`src/rtl/fir_coeff_pkg.sv`:
```
// ----------------------------------------------------------------------------
// fir_coeff_pkg
//   Shared constants and types for the FIR coefficient loader and its RAM.
//
//   DEPTH : number of 64-bit coefficient words held in the RAM
//   AW    : word address width, log2(DEPTH)
//   LANES : 8-bit coefficient lanes packed into one word
//   BW    : coefficient byte width
//   WW    : coefficient word width (LANES * BW)
//   fir_state_e : loader FSM state encoding
// ----------------------------------------------------------------------------
package fir_coeff_pkg;

    localparam int DEPTH = 32;
    localparam int AW    = 5;
    localparam int LANES = 8;
    localparam int BW    = 8;
    localparam int WW    = LANES * BW;

    // ST_CLEAR is only entered when the RAM-clear-after-reset build option
    // is enabled; in the default build it is never reached.
    typedef enum logic [1:0] {
        ST_FILL     = 2'd0,
        ST_COMMIT   = 2'd1,
        ST_ANNOUNCE = 2'd2,
        ST_CLEAR    = 2'd3
    } fir_state_e;

endpackage

```
`src/rtl/fir_coeff_ram.sv`:
```
// ----------------------------------------------------------------------------
// fir_coeff_ram
//   1R1W DEPTH x WW synchronous RAM with a registered read port.
//   A read and a write to the same address in the same cycle return the
//   old word (read-before-write). Array contents are not reset; only the
//   read data register is.
//
//   Ports:
//     clk       : clock, rising edge
//     rst       : synchronous active-high reset (read register only)
//     we_i      : write enable
//     waddr_i   : write address
//     wdata_i   : write data
//     re_i      : read enable; rdata_o updates on the next edge, else holds
//     raddr_i   : read address
//     rdata_o   : registered read data
// ----------------------------------------------------------------------------
module fir_coeff_ram
    import fir_coeff_pkg::*;
(
    input  logic          clk,
    input  logic          rst,
    input  logic          we_i,
    input  logic [AW-1:0] waddr_i,
    input  logic [WW-1:0] wdata_i,
    input  logic          re_i,
    input  logic [AW-1:0] raddr_i,
    output logic [WW-1:0] rdata_o
);

    logic [WW-1:0] mem_q [DEPTH];
    logic [WW-1:0] rdata_q;

    always_ff @(posedge clk) begin
        if (we_i) begin
            mem_q[waddr_i] <= wdata_i;
        end
    end

    // Non-blocking update of mem_q means a same-cycle read sees the old word.
    always_ff @(posedge clk) begin
        if (rst) begin
            rdata_q <= '0;
        end else if (re_i) begin
            rdata_q <= mem_q[raddr_i];
        end
    end

    assign rdata_o = rdata_q;

endmodule

```
`src/rtl/fir_coeff_loader.sv`:
```
// ----------------------------------------------------------------------------
// fir_coeff_loader
//   Packs an 8-bit coefficient byte stream into 64-bit words (little-endian
//   lanes), stores them in a DEPTH-entry RAM read by the fir stage, and
//   announces the base address of each completed coefficient set.
//
//   Build option FIR_COEFF_LOADER_CLEAR_EN: when defined, the loader zeroes
//   every RAM word (one per cycle) after reset before accepting bytes.
//
//   Handshakes: a transfer happens on a rising edge where both vld and rdy
//   are high. The producer holds dat/vld (and last) stable until accepted;
//   rdy never depends combinationally on vld.
//
//   Ports:
//     clk, rst            : clock and synchronous active-high reset
//     cfg_rsc_dat/vld/last: coefficient byte input stream, last ends a set
//     cfg_rsc_rdy         : loader accepts a byte (FILL only)
//     coeffs_rsc_radr/re  : fir read request, latency one
//     coeffs_rsc_q        : registered read data
//     coeff_addr_rsc_*    : base address of the completed set, vld/rdy
//     wptr_o              : next RAM write address
//     state_o             : current FSM state (debug)
// ----------------------------------------------------------------------------
module fir_coeff_loader
    import fir_coeff_pkg::*;
(
    input  logic          clk,
    input  logic          rst,
    input  logic [BW-1:0] cfg_rsc_dat,
    input  logic          cfg_rsc_vld,
    input  logic          cfg_rsc_last,
    output logic          cfg_rsc_rdy,
    input  logic [AW-1:0] coeffs_rsc_radr,
    input  logic          coeffs_rsc_re,
    output logic [WW-1:0] coeffs_rsc_q,
    output logic [AW-1:0] coeff_addr_rsc_dat,
    output logic          coeff_addr_rsc_vld,
    input  logic          coeff_addr_rsc_rdy,
    output logic [AW-1:0] wptr_o,
    output fir_state_e    state_o
);

    fir_state_e    state_q;
    logic          rdy_q;
    logic [2:0]    lane_q;
    logic [WW-1:0] asm_q;
    logic          last_q;     // the word being committed closes a set
    logic [AW-1:0] wptr_q;
    logic [AW-1:0] wptr_d;
    logic [AW-1:0] base_q;     // first word address of the set being loaded
    logic          avld_q;
    logic [AW-1:0] adat_q;
`ifdef FIR_COEFF_LOADER_CLEAR_EN
    logic [AW-1:0] clr_q;
`endif

    logic          ram_we;
    logic [AW-1:0] ram_waddr;
    logic [WW-1:0] ram_wdata;

    // AW-bit arithmetic wraps DEPTH-1 -> 0 on its own.
    assign wptr_d = wptr_q + AW'(1);

    always_ff @(posedge clk) begin
        if (rst) begin
`ifdef FIR_COEFF_LOADER_CLEAR_EN
            state_q <= ST_CLEAR;
            rdy_q   <= 1'b0;
            clr_q   <= '0;
`else
            state_q <= ST_FILL;
            rdy_q   <= 1'b1;
`endif
            lane_q  <= '0;
            asm_q   <= '0;
            last_q  <= 1'b0;
            wptr_q  <= '0;
            base_q  <= '0;
            avld_q  <= 1'b0;
            adat_q  <= '0;
        end else begin
            case (state_q)
                ST_FILL: begin
                    if (cfg_rsc_vld && rdy_q) begin
                        asm_q[{lane_q, 3'b000} +: BW] <= cfg_rsc_dat;
                        lane_q <= lane_q + 3'd1;
                        if (lane_q == 3'(LANES - 1) || cfg_rsc_last) begin
                            state_q <= ST_COMMIT;
                            rdy_q   <= 1'b0;
                            last_q  <= cfg_rsc_last;
                        end
                    end
                end

                // The RAM write of asm_q happens this cycle (see write mux).
                ST_COMMIT: begin
                    wptr_q <= wptr_d;
                    lane_q <= '0;
                    asm_q  <= '0;
                    if (last_q) begin
                        state_q <= ST_ANNOUNCE;
                        avld_q  <= 1'b1;
                        adat_q  <= base_q;
                    end else begin
                        state_q <= ST_FILL;
                        rdy_q   <= 1'b1;
                    end
                end

                ST_ANNOUNCE: begin
                    if (avld_q && coeff_addr_rsc_rdy) begin
                        avld_q  <= 1'b0;
                        base_q  <= wptr_q;
                        state_q <= ST_FILL;
                        rdy_q   <= 1'b1;
                    end
                end

`ifdef FIR_COEFF_LOADER_CLEAR_EN
                ST_CLEAR: begin
                    clr_q <= clr_q + AW'(1);
                    if (clr_q == AW'(DEPTH - 1)) begin
                        state_q <= ST_FILL;
                        rdy_q   <= 1'b1;
                    end
                end
`endif

                default: begin
                    state_q <= ST_FILL;
                    rdy_q   <= 1'b1;
                end
            endcase
        end
    end

    // RAM write port: committed words, or zeros while clearing.
    always_comb begin
        ram_we    = (state_q == ST_COMMIT);
        ram_waddr = wptr_q;
        ram_wdata = asm_q;
`ifdef FIR_COEFF_LOADER_CLEAR_EN
        if (state_q == ST_CLEAR) begin
            ram_we    = 1'b1;
            ram_waddr = clr_q;
            ram_wdata = '0;
        end
`endif
    end

    fir_coeff_ram u_ram (
        .clk     (clk),
        .rst     (rst),
        .we_i    (ram_we),
        .waddr_i (ram_waddr),
        .wdata_i (ram_wdata),
        .re_i    (coeffs_rsc_re),
        .raddr_i (coeffs_rsc_radr),
        .rdata_o (coeffs_rsc_q)
    );

    assign cfg_rsc_rdy        = rdy_q;
    assign coeff_addr_rsc_vld = avld_q;
    assign coeff_addr_rsc_dat = adat_q;
    assign wptr_o             = wptr_q;
    assign state_o            = state_q;

endmodule

```
`config.mk`:
```
export PLATFORM = sky130hd
export DESIGN_NAME = fir_coeff_loader
export DESIGN_NICKNAME = d
export VERILOG_FILES = /design/src/rtl/fir_coeff_pkg.sv /design/src/rtl/fir_coeff_ram.sv /design/src/rtl/fir_coeff_loader.sv
export SDC_FILE = /design/constraint.sdc
export NUM_CORES = 2
export LEC_CHECK = 0
export ABC_AREA = 1
export CELL_PAD_IN_SITES_DETAIL_PLACEMENT = 0
export CELL_PAD_IN_SITES_GLOBAL_PLACEMENT = 1
export CORE_MARGIN = 10
export CORE_UTILIZATION = 45
export CTS_BUF_LIST = sky130_fd_sc_hd__clkbuf_8
export CTS_CLUSTER_DIAMETER = 60
export DETAILED_ROUTE_END_ITERATION = 8
export GPL_ROUTABILITY_DRIVEN = 0
export PLACE_DENSITY = 0.82
export SYNTH_ARGS = -nofsm -noshare
export SYNTH_HDL_FRONTEND = slang
export SYNTH_SLANG_ARGS = --single-unit
```
`constraint.sdc`:
```
create_clock -name clk -period 16.5 [get_ports clk]
set_input_delay 4.125 -clock clk [delete_from_list [all_inputs] [get_ports clk]]
set_output_delay 4.125 -clock clk [all_outputs]
set_load 0.005 [all_outputs]
```
==> flow_metrics.py <==
metrics = {
    "status": {
        "status": "finished with violations",
        "violations": "slew limit",
    },
    "placement": {
        "pre_cts_ws_ns": 8.48,
        "dp_hpwl_mm": 118,
        "place.port_buffers": 96,
        "dp.cells": 9640,
        "dpl_cell_area_mm2": 0.0904,
    },
    "synth": {
        "yosys_warnings": 0,
        "async_flop_share_pct": 0,
        "synth_area_mm2": 0.0874,
        "syn_nets": 7417,
        "ys.flop_type": "edfxtp_1",
        "synth_area_leader_cell": "edfxtp_1",
        "seq_area_frac_synth_pct": 73.8,
        "synthTopCellsByCount": "nand2_1, edfxtp_1, nand3_1, buf_2, nor2_1",
        "ys_top_cells_by_area": "edfxtp_1, nand3_1, nand2_1",
        "synth_edf_count": 2048,
        "synth_cell_type_count": 29,
        "synth_area_per_cell_um2": 11.8,
        "ys_ff_latch": 2199,
        "yosysMostFrequentCell": "nand2_1",
        "syn_inst": 7387,
        "synth_top_area_share_pct": 70.3,
    },
    "cells_and_area": {
        "fill_cells": 16400,
        "utilization_pct": 50.3,
        "drive_above_1_share_pct": 8.05,
        "syn_to_final_growth_pct": 11.1,
        "nNetsFinal": 7512,
        "fin_cells": 10300,
        "final_area_mm2": 0.0971,
    },
    "clock_network": {
        "root_buffer": "clkbuf_8",
        "clockBufferDepth": 4,
        "numCtsBuffers": 366,
        "clk_pin_slew_ns": 0.06,
        "cts_tree": "yes",
        "htreeDepth": 5,
        "ctsHoldBuffers": 0,
        "cts_resized": 0,
        "numClockSinks": 2199,
        "clk_latency_ns": 1.07,
        "post-cts-setup-buffers": 0,
    },
    "grt": {
        "grt_pass1_wl_mm": 370,
        "overflow": 0,
        "grt_pass1_vias": 57100,
        "grt_antenna_before_repair": 8,
        "grt_start_max_net_pins": 276,
        "grt_util_all_layers_pct": 23.2,
    },
    "timing": {
        "clock_skew_ns": 0.0748,
        "worst-slew-pin-transition_ns": 1.51,
        "timing.final.hold_violations": 0,
        "layout_min_cycle_time_ns": 7.12,
        "post-route-period-util_pct": 43.1,
        "layout_setup_ws_ns": 9.38,
        "rsz0062_at_grt": "false",
        "max_freq_ghz": 0.141,
        "finalSetupViolCount": 0,
        "drv_slew": 22,
        "setup_tns_ns": 0,
        "whs_ns": 0.469,
        "max_slew_margin_pct": -0.475,
    },
    "power": {
        "power_mw": 11.1,
        "internal_power_mw": 8.59,
        "total_leakage_power_nw": 35.0,
        "switching_share_pct": 22.9,
        "power_frac_clock_pct": 40.4,
        "p_seq_share_pct": 54.5,
        "vdd_drop_max_uv": 78.1,
        "switchingPower_mw": 2.55,
        "pwr_density_cell_mw_per_mm2": 115,
        "p_comb_share_pct": 5.2,
    },
    "drt": {
        "dr_total_vias": 59300,
        "wl_per_cell_um": 24.6,
        "wirelength_mm": 253,
        "avgViaCountPerCell": 5.76,
        "ant_nets": 0,
        "drtIter0Drc": 7769,
        "route.detailed.drc": 0,
        "firstDrtPassIters": 8,
    },
    "worst_setup_path": {
        "path_class": "in2reg",
        "path_cells": "buf_8 > inv_16 > buf_4 > buf_4 > nand2_1 > nand3_1 > nand3_1 > nand3_1 > nand3_1 > nand3_1 > nand2_1 > inv_1",
        "r2r_end": "u_ram.mem_q[23][54]",
        "r2r_slack_ns": 11.93,
        "crit_buf_inv": 5,
        "cpPeakStageDelay_ns": 0.92,
        "cp_max_fo": 275,
        "crit_family": "buffers and inverters",
        "reg2reg_from": "state_o[0]",
        "cp.depth": 12,
        "slowest_stage": "buf_4",
        "cpMostUsedCell": "nand3_1",
        "startpoint": "coeffs_rsc_radr[0]",
        "worst_setup_path_end_kind": "flop",
        "start_kind": "input pin",
        "endpoint": "u_ram.rdata_o[3]",
        "crit_required_ns": 17.47,
        "arrival_ns": 8.09,
        "ff2ff_path_depth": 7,
    },
    "floorplan": {
        "ios": 97,
        "fp.coreArea_mm2": 0.193,
        "fp-row-count": 161,
        "die_h_um": 461,
        "die-width_um": 461,
        "die_area_mm2": 0.212,
        "start_util_pct": 45.3,
    },
    "hold_path": {
        "hold_class": "reg2reg",
    },
    "flow_run": {
        "drv_cap": 0,
    },
}
metal layers:
metal  track usage [%]  wire, um  up-vias
li1                  -         -    26300
met1              31.2     99900    29000
met2              37.4    118000     3310
met3              4.43     25700      594
met4              8.78      9200        6
met5                 0        39        -
worst min path at each step:
stage                     startpoint                     to  depth (start not counted)
final                      base_q[1]  coeff_addr_rsc_dat[1]                          2
after global placement     base_q[3]  coeff_addr_rsc_dat[3]                          2
after detailed placement   base_q[3]  coeff_addr_rsc_dat[3]                          2
after floorplan            base_q[0]  coeff_addr_rsc_dat[0]                          2
after CTS                  base_q[1]  coeff_addr_rsc_dat[1]                          2
after global routing       base_q[1]  coeff_addr_rsc_dat[1]                          2
placed cells by master, fill, tap and decap left out, types with 4 or more instances in the layout:
cell,Yosys,layout
nand4_1,7,7
diode_2,0,4
nand2_1,2248,2248
nor2_4,1,29
nand3_1,2014,2014
clkinvlp_4,0,7
nor3_1,13,9
buf_12,0,6
clkdlybuf4s50_1,0,89
clkbuf_8,0,400
nor4_1,5,5
inv_2,7,5
buf_4,29,102
clkinv_2,0,31
nor2_2,8,8
bufinv_16,0,11
edfxtp_1,2048,2048
o21ai_0,16,16
nor2_1,195,167
ha_1,11,11
clkinv_1,1,44
dfxtp_1,151,151
a21oi_1,79,79
nor3_2,1,5
inv_1,96,238
registers in the layout, indices dropped and copies added (netlist names):
signal	count
state_o	2
base_q	5
last_q	1
u_ram.rdata_o	64
u_ram.mem_q	2048
coeff_addr_rsc_dat	5
coeff_addr_rsc_vld	1
cfg_rsc_rdy	1
lane_q	3
wptr_o	5
asm_q	64
logic make-up after synthesis:
kind of cell	share of synthesized area, %
flip-flops	73.8
AND/OR/NAND/NOR	22.3
AO/OA/AOI/OAI	0.571
buffers and inverters	3.14
adder cells (fa/ha/maj)	0.157
tightest hold or removal path: cells and delay by family (launching register included):
family	cells	cell delay, ns
AOI/OAI and AO/OA	1	0.05
and+or+nand+nor	1	0.07
DFF	1	0.31
final cells by class:
class                           instances  area [um2]  area share [%]
Antenna cell                            4        10.0          0.0103
Clock inverter                        239        1270            1.31
Inverter                              105         433           0.446
Multi-Input combinational cell       4607       20400            21.0
Tap cell                             2526        3160            3.25
Clock buffer                          399        5490            5.65
Sequential cell                      2199       64500            66.4
Timing Repair Buffer                  203        1860            1.91
power groups by stage:
stage          logic [mW]  clock network, mW  registers [mW]
5_1_grt             0.630               4.81            6.07
6_report            0.576               4.50            6.07
2_1_floorplan       0.387                  0            6.17
3_5_place_dp        0.569                  0            6.19
3_3_place_gp        0.563                  0            6.19
4_1_cts             0.571               4.54            6.07
Power figures use the tool's default switching activity.
==> RTL change, RTL diff (config.mk and constraints unchanged) <==
Change the package constant `AW` from 5 to 6.
--- a/src/rtl/fir_coeff_pkg.sv
+++ b/src/rtl/fir_coeff_pkg.sv
@@ -14,3 +14,3 @@
     localparam int DEPTH = 32;
-    localparam int AW    = 5;
+    localparam int AW    = 6;
     localparam int LANES = 8;
Ports: changed (resized coeff_addr_rsc_dat, coeffs_rsc_radr and wptr_o); port bits go from 97 to 100. No check against the original RTL was run, so the function may have changed too.
==> RTL change against the unedited design <==
Register-to-register slack is essentially flat. Count of clock-buffer cells in the layout shrank 3. Area after synthesis grew 0.11%. Critical path type unchanged. Routed wire length shrank 2.8%. Highest routed layer is now met4. Power is essentially flat. Sequential cell count grew 3. Worst setup slack lost 480 ps. Final area is essentially flat.
==> RTL change: results <==
metrics = {
    "placed_design": {
        "place.port_buffers": 98,
        "place.detailed.hpwl_um": 118000,
    },
    "synthesis": {
        "synth_edf_count": 2048,
        "synth_common_cells": "nand2_1 (2247), edfxtp_1 (2048), nand3_1 (2011)",
        "synthDistinctLibCells": 30,
        "synth_xor_area_share_pct": 0,
        "yosysSeqAreaShare_pct": 73.8,
        "synth_adder_area_share_pct": 0.157,
        "syn_nets": 7427,
        "synth_compound_area_share_pct": 0.596,
        "synth_area_leaders": "edfxtp_1 (70%), nand3_1 (11%), nand2_1 (9.6%), dfxtp_1 (3.5%), buf_2 (1.6%)",
    },
    "critical_path": {
        "r2r_start": "state_o[0]",
        "worstPathMaxFanout": 138,
        "r2r_cells": 6,
        "worstPathArrival_ps": 8570,
    },
    "routing": {
        "drt_iter0_drc": 7586,
        "routedWlPerCell_um": 23.9,
        "via_per_inst": 5.72,
    },
    "pwr": {
        "ir_worst_vdd_mv": 0.0981,
        "swShare_pct": 23.0,
        "leakage_nw": 34.8,
    },
    "global_routing": {
        "antenna_found_initial": 3,
        "track_usage_pct": 22.3,
        "grt_pass1_vias": 55527,
        "grt_start_max_net_pins": 234,
        "grt_pass1_wl_um": 358000,
    },
    "clock_network": {
        "cts_setup_buffers": 0,
        "cts_root_buf": "clkbuf_8",
    },
    "cells_and_area": {
        "largest_reg_flops": 2048,
        "finalNetCount": 7513,
        "final.fill_count": 16472,
        "drive_gt1_share_pct": 7.82,
    },
    "worst_hold_path": {
        "hp-start": "base_q[5]",
    },
    "timing": {
        "skew_ps": 64.8,
        "slew_headroom_pct": 14.3,
    },
    "status": {
        "status": "completed",
    },
}
## RTL change: cell count changes after synthesis, sizes merged, moves of 3 or more
cell and delta:
nand2 -3, nor3 +4, nor4 +3, nand4 -6, nand3b +3, dfxtp +3, nand3 -3, buf +3
a211oi +3
## RTL change: stage by stage
stage	worst slack [ps]	std cells	cell area, um^2
final	8910	10288	97200
after global routing	8680	10287	97200
after CTS	9110	10286	97200
after detailed placement	8000	9640	90400
after global placement	8020	9640	90400
after floorplan	10610	7396	87500
## RTL change: cell type report
type | instances | area share, %
flip-flops and latches | 2202 | 66.5
inverters | 104 | 0.442
clock inverters | 250 | 1.34
clock buffers | 396 | 5.61
well taps | 2526 | 3.25
multi-input cells | 4609 | 21.0
repair buffers | 199 | 1.86
diodes | 2 | 0.00515
## RTL change: worst paths after layout
kind / endpoint / slack, ps
max: u_ram.rdata_o[44] / 8910
min: coeff_addr_rsc_dat[5] / 470
max reg2reg: u_ram.mem_q[28][35] / 11940
min reg2reg: coeff_addr_rsc_dat[5] / 470
## RTL change: power groups by stage
stage	sequential (mW)	clock [mW]	combinational, mW
3_5_place_dp	6.19	0	0.577
6_report	6.07	4.50	0.584
5_1_grt	6.07	4.80	0.641
4_1_cts	6.07	4.55	0.579
3_3_place_gp	6.19	0	0.570
2_1_floorplan	6.18	0	0.393
## RTL change: cell families after synthesis
group / after synthesis
AO/OA/AOI/OAI: 101
adder cells (fa/ha/maj): 11
buffers and inverters: 585
flip-flops: 2202
AND/OR/NAND/NOR: 4497
## RTL change: worst max-delay path, stage by stage
cell     delay [ps]
buf_8           690
buf_4           710
buf_4           910
buf_4           920
nand2_1         120
nand3_1         130
nand3_1          90
nand3_1         140
nand3_1         100
nand3_1         300
nand2_1          80
inv_1            50
## RTL change: per-layer routing
layer  track usage [%]  wire, um  up-vias
met2              35.6    114000     3155
li1                  -         -    26366
met4              7.49      7290        0
met1              30.8     99400    28844
met5                 0         0        -
met3              4.41     24600      494
